**src/rtl/msg_stream_arbiter_pkg.sv**
```systemverilog
// Shared types and constants for the two-port message stream arbiter.
package msg_stream_arbiter_pkg;

  localparam int unsigned DATA_W     = 8;
  localparam int unsigned IDLE_CNT_W = 16;

  localparam logic [2:0] STATE_IDLE   = 3'd0;
  localparam logic [2:0] STATE_GRANT0 = 3'd1;
  localparam logic [2:0] STATE_GRANT1 = 3'd2;
  localparam logic [2:0] STATE_ABORT  = 3'd3;

  typedef enum logic [2:0] {
    ST_IDLE   = STATE_IDLE,
    ST_GRANT0 = STATE_GRANT0,
    ST_GRANT1 = STATE_GRANT1,
    ST_ABORT  = STATE_ABORT
  } state_t;

  // One beat on the merged output stream.
  typedef struct packed {
    logic              vld;
    logic              sop;
    logic              eop;
    logic              err;
    logic [DATA_W-1:0] data;
  } out_beat_t;

endpackage

```
**src/rtl/msg_stream_arbiter_if.sv**
```systemverilog
// Bundle of the two requester streams and the merged output stream.
//   slave  : arbiter side (consumes din*, produces din*_rdy and dout*)
//   master : environment side
interface msg_stream_arbiter_if;
  import msg_stream_arbiter_pkg::*;

  logic [DATA_W-1:0] din0;
  logic              din0_vld;
  logic              din0_sop;
  logic              din0_eop;
  logic              din0_rdy;
  logic [DATA_W-1:0] din1;
  logic              din1_vld;
  logic              din1_sop;
  logic              din1_eop;
  logic              din1_rdy;
  logic [DATA_W-1:0] dout;
  logic              dout_vld;
  logic              dout_sop;
  logic              dout_eop;
  logic              dout_err;

  modport slave (
    input  din0, din0_vld, din0_sop, din0_eop,
    input  din1, din1_vld, din1_sop, din1_eop,
    output din0_rdy, din1_rdy,
    output dout, dout_vld, dout_sop, dout_eop, dout_err
  );

  modport master (
    output din0, din0_vld, din0_sop, din0_eop,
    output din1, din1_vld, din1_sop, din1_eop,
    input  din0_rdy, din1_rdy,
    input  dout, dout_vld, dout_sop, dout_eop, dout_err
  );

endinterface

```
**src/rtl/msg_idle_timer.sv**
```systemverilog
// Idle counter for a granted packet; flags expiry when the count has
// reached TIMEOUT-1 in a cycle that is still idle.
//   clk, rst_n : clock, async active-low reset
//   clr        : zero the counter (takes priority over en)
//   en         : count this cycle (granted, no transfer)
//   expire_c   : combinational timeout flag
module msg_idle_timer
  import msg_stream_arbiter_pkg::*;
#(
  parameter int unsigned TIMEOUT = 256
) (
  input  logic clk,
  input  logic rst_n,
  input  logic clr,
  input  logic en,
  output logic expire_c
);

  logic [IDLE_CNT_W-1:0] cnt_q;

  // Counter register
  always_ff @(posedge clk or negedge rst_n) begin
    if (!rst_n) begin
      cnt_q <= '0;
    end else if (clr) begin
      cnt_q <= '0;
    end else if (en) begin
      cnt_q <= cnt_q + IDLE_CNT_W'(1);
    end
  end

  assign expire_c = en && (cnt_q == IDLE_CNT_W'(TIMEOUT - 1));

endmodule

```
**src/rtl/msg_stream_arbiter.sv**
```systemverilog
// Two-port packet arbiter merging byte streams onto one output with
// round-robin grant on contention and idle-timeout abort.
//   clk, rst_n : clock, async active-low reset
//   bus        : slave modport; din0*/din1* requester streams with
//                combinational rdy, dout* registered merged stream
//   TIMEOUT    : idle cycles tolerated inside a grant before abort
module msg_stream_arbiter
  import msg_stream_arbiter_pkg::*;
#(
  parameter int unsigned TIMEOUT = 256
) (
  input  logic                  clk,
  input  logic                  rst_n,
  msg_stream_arbiter_if.slave   bus
);

  state_t            state_q, state_n;
  logic              last_grant_q, last_grant_n;
  logic              seen_q, seen_n;
  out_beat_t         out_q, out_n;

  logic              req0, req1;
  logic              in_grant, gnt_idx, xfer;
  logic [DATA_W-1:0] sel_data;
  logic              sel_eop;
  logic              expire;

  assign req0     = bus.din0_vld && bus.din0_sop;
  assign req1     = bus.din1_vld && bus.din1_sop;
  assign in_grant = (state_q == ST_GRANT0) || (state_q == ST_GRANT1);
  assign gnt_idx  = (state_q == ST_GRANT1);
  assign xfer     = ((state_q == ST_GRANT0) && bus.din0_vld) ||
                    ((state_q == ST_GRANT1) && bus.din1_vld);
  assign sel_data = gnt_idx ? bus.din1 : bus.din0;
  assign sel_eop  = gnt_idx ? bus.din1_eop : bus.din0_eop;

  // In IDLE, non-sop bytes are swallowed; sop bytes wait for their grant.
  assign bus.din0_rdy = rst_n && (((state_q == ST_IDLE) && !bus.din0_sop) ||
                                  (state_q == ST_GRANT0));
  assign bus.din1_rdy = rst_n && (((state_q == ST_IDLE) && !bus.din1_sop) ||
                                  (state_q == ST_GRANT1));

  msg_idle_timer #(
    .TIMEOUT (TIMEOUT)
  ) u_idle_timer (
    .clk      (clk),
    .rst_n    (rst_n),
    .clr      (!in_grant || xfer),
    .en       (in_grant && !xfer),
    .expire_c (expire)
  );

  // State and output registers
  always_ff @(posedge clk or negedge rst_n) begin
    if (!rst_n) begin
      state_q      <= ST_IDLE;
      last_grant_q <= 1'b1;
      seen_q       <= 1'b0;
      out_q        <= '0;
    end else begin
      state_q      <= state_n;
      last_grant_q <= last_grant_n;
      seen_q       <= seen_n;
      out_q        <= out_n;
    end
  end

  // Next state, grant bookkeeping and next output beat
  always_comb begin
    state_n      = state_q;
    last_grant_n = last_grant_q;
    seen_n       = seen_q;
    out_n        = '0;
    case (state_q)
      ST_IDLE: begin
        seen_n = 1'b0;
        if (req0 && req1) begin
          state_n = last_grant_q ? ST_GRANT0 : ST_GRANT1;
        end else if (req0) begin
          state_n = ST_GRANT0;
        end else if (req1) begin
          state_n = ST_GRANT1;
        end
      end
      ST_GRANT0, ST_GRANT1: begin
        if (xfer) begin
          out_n.vld  = 1'b1;
          out_n.sop  = !seen_q;
          out_n.eop  = sel_eop;
          out_n.data = sel_data;
          seen_n     = 1'b1;
          if (sel_eop) begin
            state_n      = ST_IDLE;
            last_grant_n = gnt_idx;
          end
        end else if (expire) begin
          // Abort beat is loaded here so it is on dout during ABORT.
          out_n.vld    = 1'b1;
          out_n.sop    = !seen_q;
          out_n.eop    = 1'b1;
          out_n.err    = 1'b1;
          state_n      = ST_ABORT;
          last_grant_n = gnt_idx;
        end
      end
      ST_ABORT: state_n = ST_IDLE;
      default:  state_n = ST_IDLE;
    endcase
  end

  assign bus.dout     = out_q.data;
  assign bus.dout_vld = out_q.vld;
  assign bus.dout_sop = out_q.sop;
  assign bus.dout_eop = out_q.eop;
  assign bus.dout_err = out_q.err;

endmodule

```
**src/flat_wrapper.sv**
```systemverilog
// flat-port wrapper written by rule: the top's interface ports become plain ports
module msg_stream_arbiter_flat import msg_stream_arbiter_pkg::*;
#(
  parameter int unsigned TIMEOUT = 256
)
  (clk, rst_n, bus_din0, bus_din0_vld, bus_din0_sop, bus_din0_eop, bus_din1, bus_din1_vld, bus_din1_sop, bus_din1_eop, bus_din0_rdy, bus_din1_rdy, bus_dout, bus_dout_vld, bus_dout_sop, bus_dout_eop, bus_dout_err);
  msg_stream_arbiter_if bus_i ();
  input  logic clk;
  input  logic rst_n;
  input wire logic [$bits(bus_i.din0)-1:0] bus_din0;
  input wire logic [$bits(bus_i.din0_vld)-1:0] bus_din0_vld;
  input wire logic [$bits(bus_i.din0_sop)-1:0] bus_din0_sop;
  input wire logic [$bits(bus_i.din0_eop)-1:0] bus_din0_eop;
  input wire logic [$bits(bus_i.din1)-1:0] bus_din1;
  input wire logic [$bits(bus_i.din1_vld)-1:0] bus_din1_vld;
  input wire logic [$bits(bus_i.din1_sop)-1:0] bus_din1_sop;
  input wire logic [$bits(bus_i.din1_eop)-1:0] bus_din1_eop;
  output wire logic [$bits(bus_i.din0_rdy)-1:0] bus_din0_rdy;
  output wire logic [$bits(bus_i.din1_rdy)-1:0] bus_din1_rdy;
  output wire logic [$bits(bus_i.dout)-1:0] bus_dout;
  output wire logic [$bits(bus_i.dout_vld)-1:0] bus_dout_vld;
  output wire logic [$bits(bus_i.dout_sop)-1:0] bus_dout_sop;
  output wire logic [$bits(bus_i.dout_eop)-1:0] bus_dout_eop;
  output wire logic [$bits(bus_i.dout_err)-1:0] bus_dout_err;
  assign bus_i.din0 = bus_din0;
  assign bus_i.din0_vld = bus_din0_vld;
  assign bus_i.din0_sop = bus_din0_sop;
  assign bus_i.din0_eop = bus_din0_eop;
  assign bus_i.din1 = bus_din1;
  assign bus_i.din1_vld = bus_din1_vld;
  assign bus_i.din1_sop = bus_din1_sop;
  assign bus_i.din1_eop = bus_din1_eop;
  assign bus_din0_rdy = bus_i.din0_rdy;
  assign bus_din1_rdy = bus_i.din1_rdy;
  assign bus_dout = bus_i.dout;
  assign bus_dout_vld = bus_i.dout_vld;
  assign bus_dout_sop = bus_i.dout_sop;
  assign bus_dout_eop = bus_i.dout_eop;
  assign bus_dout_err = bus_i.dout_err;
  msg_stream_arbiter #(.TIMEOUT(TIMEOUT)) u_core (.clk(clk), .rst_n(rst_n), .bus(bus_i));
endmodule
```
**config.mk**
```make
export PLATFORM = sky130hd
export DESIGN_NAME = msg_stream_arbiter_flat
export DESIGN_NICKNAME = d
export VERILOG_FILES = /design/src/rtl/msg_stream_arbiter_pkg.sv /design/src/rtl/msg_stream_arbiter_if.sv /design/src/rtl/msg_idle_timer.sv /design/src/rtl/msg_stream_arbiter.sv /design/src/flat_wrapper.sv
export SDC_FILE = /design/constraint.sdc
export NUM_CORES = 1
export LEC_CHECK = 0
export CORE_MARGIN = 3
export CORE_UTILIZATION = 39
export CTS_BUF_LIST = sky130_fd_sc_hd__clkbuf_8
export DETAILED_ROUTE_END_ITERATION = 8
export GPL_TIMING_DRIVEN = 0
export PLACE_DENSITY = 0.68
export SETUP_SLACK_MARGIN = 0.4
export SYNTH_ARGS = -nofsm -noshare
export SYNTH_HDL_FRONTEND = slang
export SYNTH_HIERARCHICAL = 1
export SYNTH_SLANG_ARGS = --single-unit
```
**constraint.sdc**
```tcl
create_clock -name clk -period 3.6 [get_ports clk]
set_input_delay 0.72 -clock clk [delete_from_list [all_inputs] [get_ports clk]]
set_output_delay 0.72 -clock clk [all_outputs]
set_load 0.05 [all_outputs]
```
Word level (Yosys, flattened, before mapping) --
Index checks and enable logic that the tools add are counted.
Storage, ports and cells: bits in registers 33, latch bits 0, memory bits (writable) 0, ROM bits 0, input port bits 24, output and inout bits 14, word-level logic and storage cells 69, memories kept 0
Cells by class: add/sub/neg operators 1, multiply operators 0, div/mod/pow operators 0, order comparisons 0, equal/unequal tests 8, shift operators 0, mux-type cells 22, bitwise operators 0, reductions and logical operators 29
Operators with widths (count):
- $mux W16 | 2
- $mux W3 | 7
- $add A16 B1 Y16 const B | 1
- $eq A16 B8 Y1 const B | 1
- $mux W8 | 2
- $mux W12 | 1
- $logic_and A1 B1 Y1 | 11
- $mux W1 | 6
- $pmux W3 S2 | 1
- $reduce_and A3 Y1 | 2
- $reduce_bool A2 Y1 | 3
- $logic_not A1 Y1 | 5
- $logic_or A1 B1 Y1 | 5
- $mux W4 | 1
- $ne A4 B2 Y1 const B | 1
- $eq A3 B1 Y1 const B | 1
- $eq A3 B2 Y1 const B | 1
- $logic_not A3 Y1 | 1
- $ne A3 B1 Y1 const B | 1
- $ne A3 B3 Y1 const B | 1
- $mux W2 | 1
- $ne A2 B1 Y1 const B | 1
- $ne A2 B2 Y1 const B | 1
- $pmux W1 S2 | 1
- 2 further kinds | 2

Logic depth before layout (Yosys ltp) --
depth in word-level cells 9, mapped depth 12, gate-level depth less buffers 11

By module --
Netlist, hierarchy kept.
Modules (own cells, without submodules):
- msg_idle_timer | instances 1, cells each 87, area an instance 849.6 µm², sequential area each 400.4 µm²
- msg_stream_arbiter | instances 1, cells each 71, area an instance 812.0 µm², sequential area each 401.6 µm²

Worst setup path after synthesis --
OpenSTA, ideal clock, no wires.
path kind input to register, start input bus_din1_vld, end register u_core.last_grant_q, library setup time 0.082 ns, data arrival time 2.605 ns, data required time 3.518 ns, path slack 0.913 ns, cell stages on the path 10, path buffers 1, path through a22o_4 > or2_1 > inv_1 > buf_2 > nand4_1 > nor2_1 > and3_1 > o21ai_2 > a21oi_1 > mux2_2
On the way: word-level cells in the longest chain between the ends 7, elaborated cells on any way between the ends 9, those cells by class eq/ne: 1; mux: 1; reduce/logical: 7
Ends and longest elaborated chain:
- start, declared | RTL line flat_wrapper.sv:15 | input wire logic [$bits(bus_i.din1_vld)-1:0] bus_din1_vld;
- $logic_and A1 B1 Y1 | RTL line msg_stream_arbiter.sv:33 | ((state_q == ST_GRANT1) && bus.din1_vld);
- $logic_or A1 B1 Y1 | RTL line msg_stream_arbiter.sv:32 | assign xfer = ((state_q == ST_GRANT0) && bus.din0_vld) ||
- $logic_not A1 Y1 | RTL line msg_stream_arbiter.sv:49 | .en (in_grant && !xfer),
- $logic_and A1 B1 Y1 | RTL line msg_stream_arbiter.sv:49
- $logic_and A1 B1 Y1 | RTL line msg_idle_timer.sv:32 | assign expire_c = en && (cnt_q == IDLE_CNT_W'(TIMEOUT - 1));
- net u_core.expire | RTL line msg_stream_arbiter.sv:26 | logic expire;
- $reduce_bool A2 Y1 (no line)
- $reduce_and A3 Y1 (no line)
- end signal, assigned | RTL line msg_stream_arbiter.sv:62 | last_grant_q <= last_grant_n;
- end, declared | RTL line msg_stream_arbiter.sv:18 | logic last_grant_q, last_grant_n;
The timed path passes the listed nets, and every way through them passes these cells. A chain may end at the register's enable or synchronous reset.

Worst setup path after layout --
start input rst_n, end output bus_din1_rdy
On the way: word-level cells in the longest chain between the ends 1
Ends and longest elaborated chain:
- start, declared | RTL line flat_wrapper.sv:9 | input logic rst_n;
- $logic_and A1 B1 Y1 | RTL line msg_stream_arbiter.sv:40 | assign bus.din1_rdy = rst_n && (((state_q == ST_IDLE) && !bus.din1_sop) ||
- end, declared | RTL line flat_wrapper.sv:19 | output wire logic [$bits(bus_i.din1_rdy)-1:0] bus_din1_rdy;
Every way passes these cells.

==> impl_metrics.json <==
{
  "status": "completed",
  "drt-initial-drc-count": 39,
  "syn_inst": 158,
  "r2r_setup_slack_ps": 760,
  "min_to": "u_core/bus.dout_sop",
  "synthArstFlopShare_pct": 100.0,
  "irDropWorstVdd_uv": 334.6,
  "end_kind": "output port",
  "yosysWarnings": 6,
  "cp_slowest_cell": "clkdlybuf4s50_1",
  "seq_area_frac_synth_pct": 48.27,
  "synthTopCellsByArea": "dfrtp_1 47%, mux2i_1 6.0%, nor2_1 5.9%, xnor2_1 4.7%, ha_1 4.5%",
  "grt_pass1_vias": 1313,
  "routedWlPerCell_um": 12.38,
  "max-cap-violations": 0,
  "synthesis.area_sq_um": 1662,
  "worst_slack_ps": 566.8,
  "diodes": 0,
  "intPower_uw": 908.6,
  "io_pins": 38,
  "antenna_found_initial": 0,
  "slew_headroom_pct": 51.42,
  "drive_gt1_share_pct": 12.20,
  "drc": 0,
  "cts.sinks": 32,
  "drt_pass1_iterations": 4,
  "cp_num_buf_inv": 2,
  "fp.dieH_um": 71.27,
  "design.die.area_sq_um": 5079,
  "nFillCells": 325,
  "min_path_type": "flip-flop to flip-flop",
  "clkTransAtPathRegs_ps": 70,
  "critPathLaunchType": "primary input",
  "port_buffers": 37,
  "synth_fp_nets": 188,
  "synth-edff-count": 0,
  "htree_num_levels": 2,
  "gp_congestion": 0.7980,
  "root_buffer": "clkbuf_8",
  "r2r_end": "u_core/last_grant_q",
  "grt_usage_pct": 14.05,
  "yosys_most_used_dff": "dfrtp_1",
  "slowest_delay_ps": 800,
  "core_sq_um": 4058,
  "crit_type": "primary input to output port",
  "crit_chain": "buf_2 > o21a_1 > clkdlybuf4s50_1",
  "yosysUniqueCellTypes": 39,
  "pwr-share-comb_pct": 51.9,
  "min_period_ps": 3033,
  "syn2layout_area_growth_pct": 32.61,
  "dpl.hpwl_um": 2413,
  "start_util_pct": 40.95,
  "power_leakage_uw": 0.0009760,
  "ant_nets": 0,
  "final_nets": 234,
  "pwr-share-seq_pct": 30.1,
  "swShare_pct": 41.40,
  "yosys.area.top_type_share_pct": 46.69,
  "clock.fmax_mhz": 329.7,
  "via_count": 1229,
  "numCtsBuffers": 5,
  "rows": 23,
  "p_sw_uw": 642.0,
  "synth_common_cells": "31 x dfrtp_1, 26 x nor2_1, 10 x mux2i_1, 9 x inv_1, 9 x xnor2_1",
  "avgSynthCellArea_sq_um": 10.52,
  "p_per_area_nw_per_um2": 703.7,
  "grt_max_degree": 35,
  "r2r-start": "u_core/state_q[0]",
  "grt_first_pass_wirelength_um": 5671,
  "final_core_util_pct": 54.30,
  "finalCritPeriodShare_pct": 84.26,
  "hold_depth": 1,
  "reg2regPathDepth": 12,
  "critical-path-top-delay-family": "buffers and inverters",
  "rsz0062_at_grt": "false",
  "place_ws_ps": 126.9,
  "routed_wl_um": 3157,
  "cp_max_fo": 34,
  "p_clk_share_pct": 18.0,
  "die_w_um": 71.27,
  "synthMostInstantiatedCell": "dfrtp_1",
  "synth_top_cell_by_area": "dfrtp_1",
  "vias_per_cell": 4.820,
  "slew_violations": 0,
  "worstSkewPairLatency_ps": 280,
  "synth-seq-cells": 32,
  "crit_required_ps": 2880,
  "finalClockSkew_ps": 4.454,
  "finalSetupViolCount": 0,
  "clk_path_buf_depth": 2,
  "cts_tree": "built",
  "tightest_slew_ps": 728.7,
  "finalHoldViolations": 0,
  "hold_start": "u_core/seen_q",
  "worstPathArrival_ps": 2310,
  "overflow": 0
}
==> power by group through the flow <==
stage               clock [uW]  combinational (uW)  sequential [uW]
finish                     280                 804              467
global route               310                 871              474
CTS                        292                 812              467
detailed placement           0                 808              474
global placement             0                 787              471
floorplan                    0                 465              598
==> worst max path at each step <==
stage | from | cells past startpoint | endpoint
after CTS | bus_din1_vld | 11 | u_core/last_grant_q
after detailed placement | bus_din1_vld | 11 | u_core/last_grant_q
after global routing | rst_n | 3 | bus_din0_rdy
after global placement | rst_n | 3 | bus_din1_rdy
final | rst_n | 3 | bus_din1_rdy
after floorplan | bus_din1_vld | 10 | u_core/last_grant_q
==> layer usage <==
metal  up-vias  GRT usage (%)  part of all wire, %
met5         -              0                    0
met4         0          5.010                  1.8
met3         5          5.610                  6.7
met2        33          23.37                   48
met1       559          16.40                   43
li1        632              -                    -
==> stage by stage <==
stage / instance area [sq um] / total power (uW) / hold WS [ps] / setup TNS [ps] / std cells
3_3_place_gp: 2095 / 1258 / 438.6 / -887.0 / 245
3_5_place_dp: 2090 / 1282 / 449.0 / 0 / 245
6_report: 2203 / 1551 / 465.5 / 0 / 255
4_1_cts: 2182 / 1571 / 470.9 / 0 / 253
2_1_floorplan: 1662 / 1062 / 418.2 / 0 / 158
5_1_grt: 2203 / 1656 / 490.5 / 0 / 255
==> flip-flops by register name, indices dropped and copies added, names as in the netlist <==
signal	flops
u_core/bus.dout_sop	1
u_core/bus.dout_vld	1
u_core/u_idle_timer/cnt_q	16
u_core/state_q	2
u_core/bus.dout_eop	1
u_core/seen_q	1
u_core/last_grant_q	1
u_core/bus.dout	8
u_core/bus.dout_err	1
==> what timing repair did <==
action	4_1_cts	5_1_grt
setup buffers	0	2
gates resized for setup	0	2
hold buffers	0	0
setup endpoints to repair	0	3
==> cell families after synthesis <==
family | Yosys count | share of synthesized area, %
flip-flops | 32 | 48.27
XOR/XNOR | 11 | 5.799
AND/OR/NAND/NOR | 62 | 19.88
adder cells (fa/ha/maj) | 6 | 4.518
AO/OA/AOI/OAI | 19 | 8.811
buffers and inverters | 14 | 3.991
multiplexers | 14 | 8.735
==> cell usage in the layout, fill, tap and decap left out, types with 6 or more instances in the layout <==
cell type	instances
nor2_1	25
inv_1	9
clkbuf_8	6
clkdlybuf4s50_1	36
mux2i_1	10
xnor2_1	9
nand2_1	8
dfrtp_1	31
ha_1	6
==> final cells by class <==
| class | count | area (sq um) | share of cell area [%] |
|---|---|---|---|
| timing repair buffer | 39 | 380.4 | 17.26 |
| sequential | 32 | 802.0 | 36.40 |
| clock buffer | 6 | 82.58 | 3.748 |
| tap | 50 | 62.56 | 2.839 |
| inverter | 9 | 33.78 | 1.533 |
| clock inverter | 2 | 10.01 | 0.4543 |
| multi-input combinational | 112 | 799.5 | 36.29 |
| buffer | 5 | 32.53 | 1.476 |
Note: power is estimated with default switching activity, not from simulation.
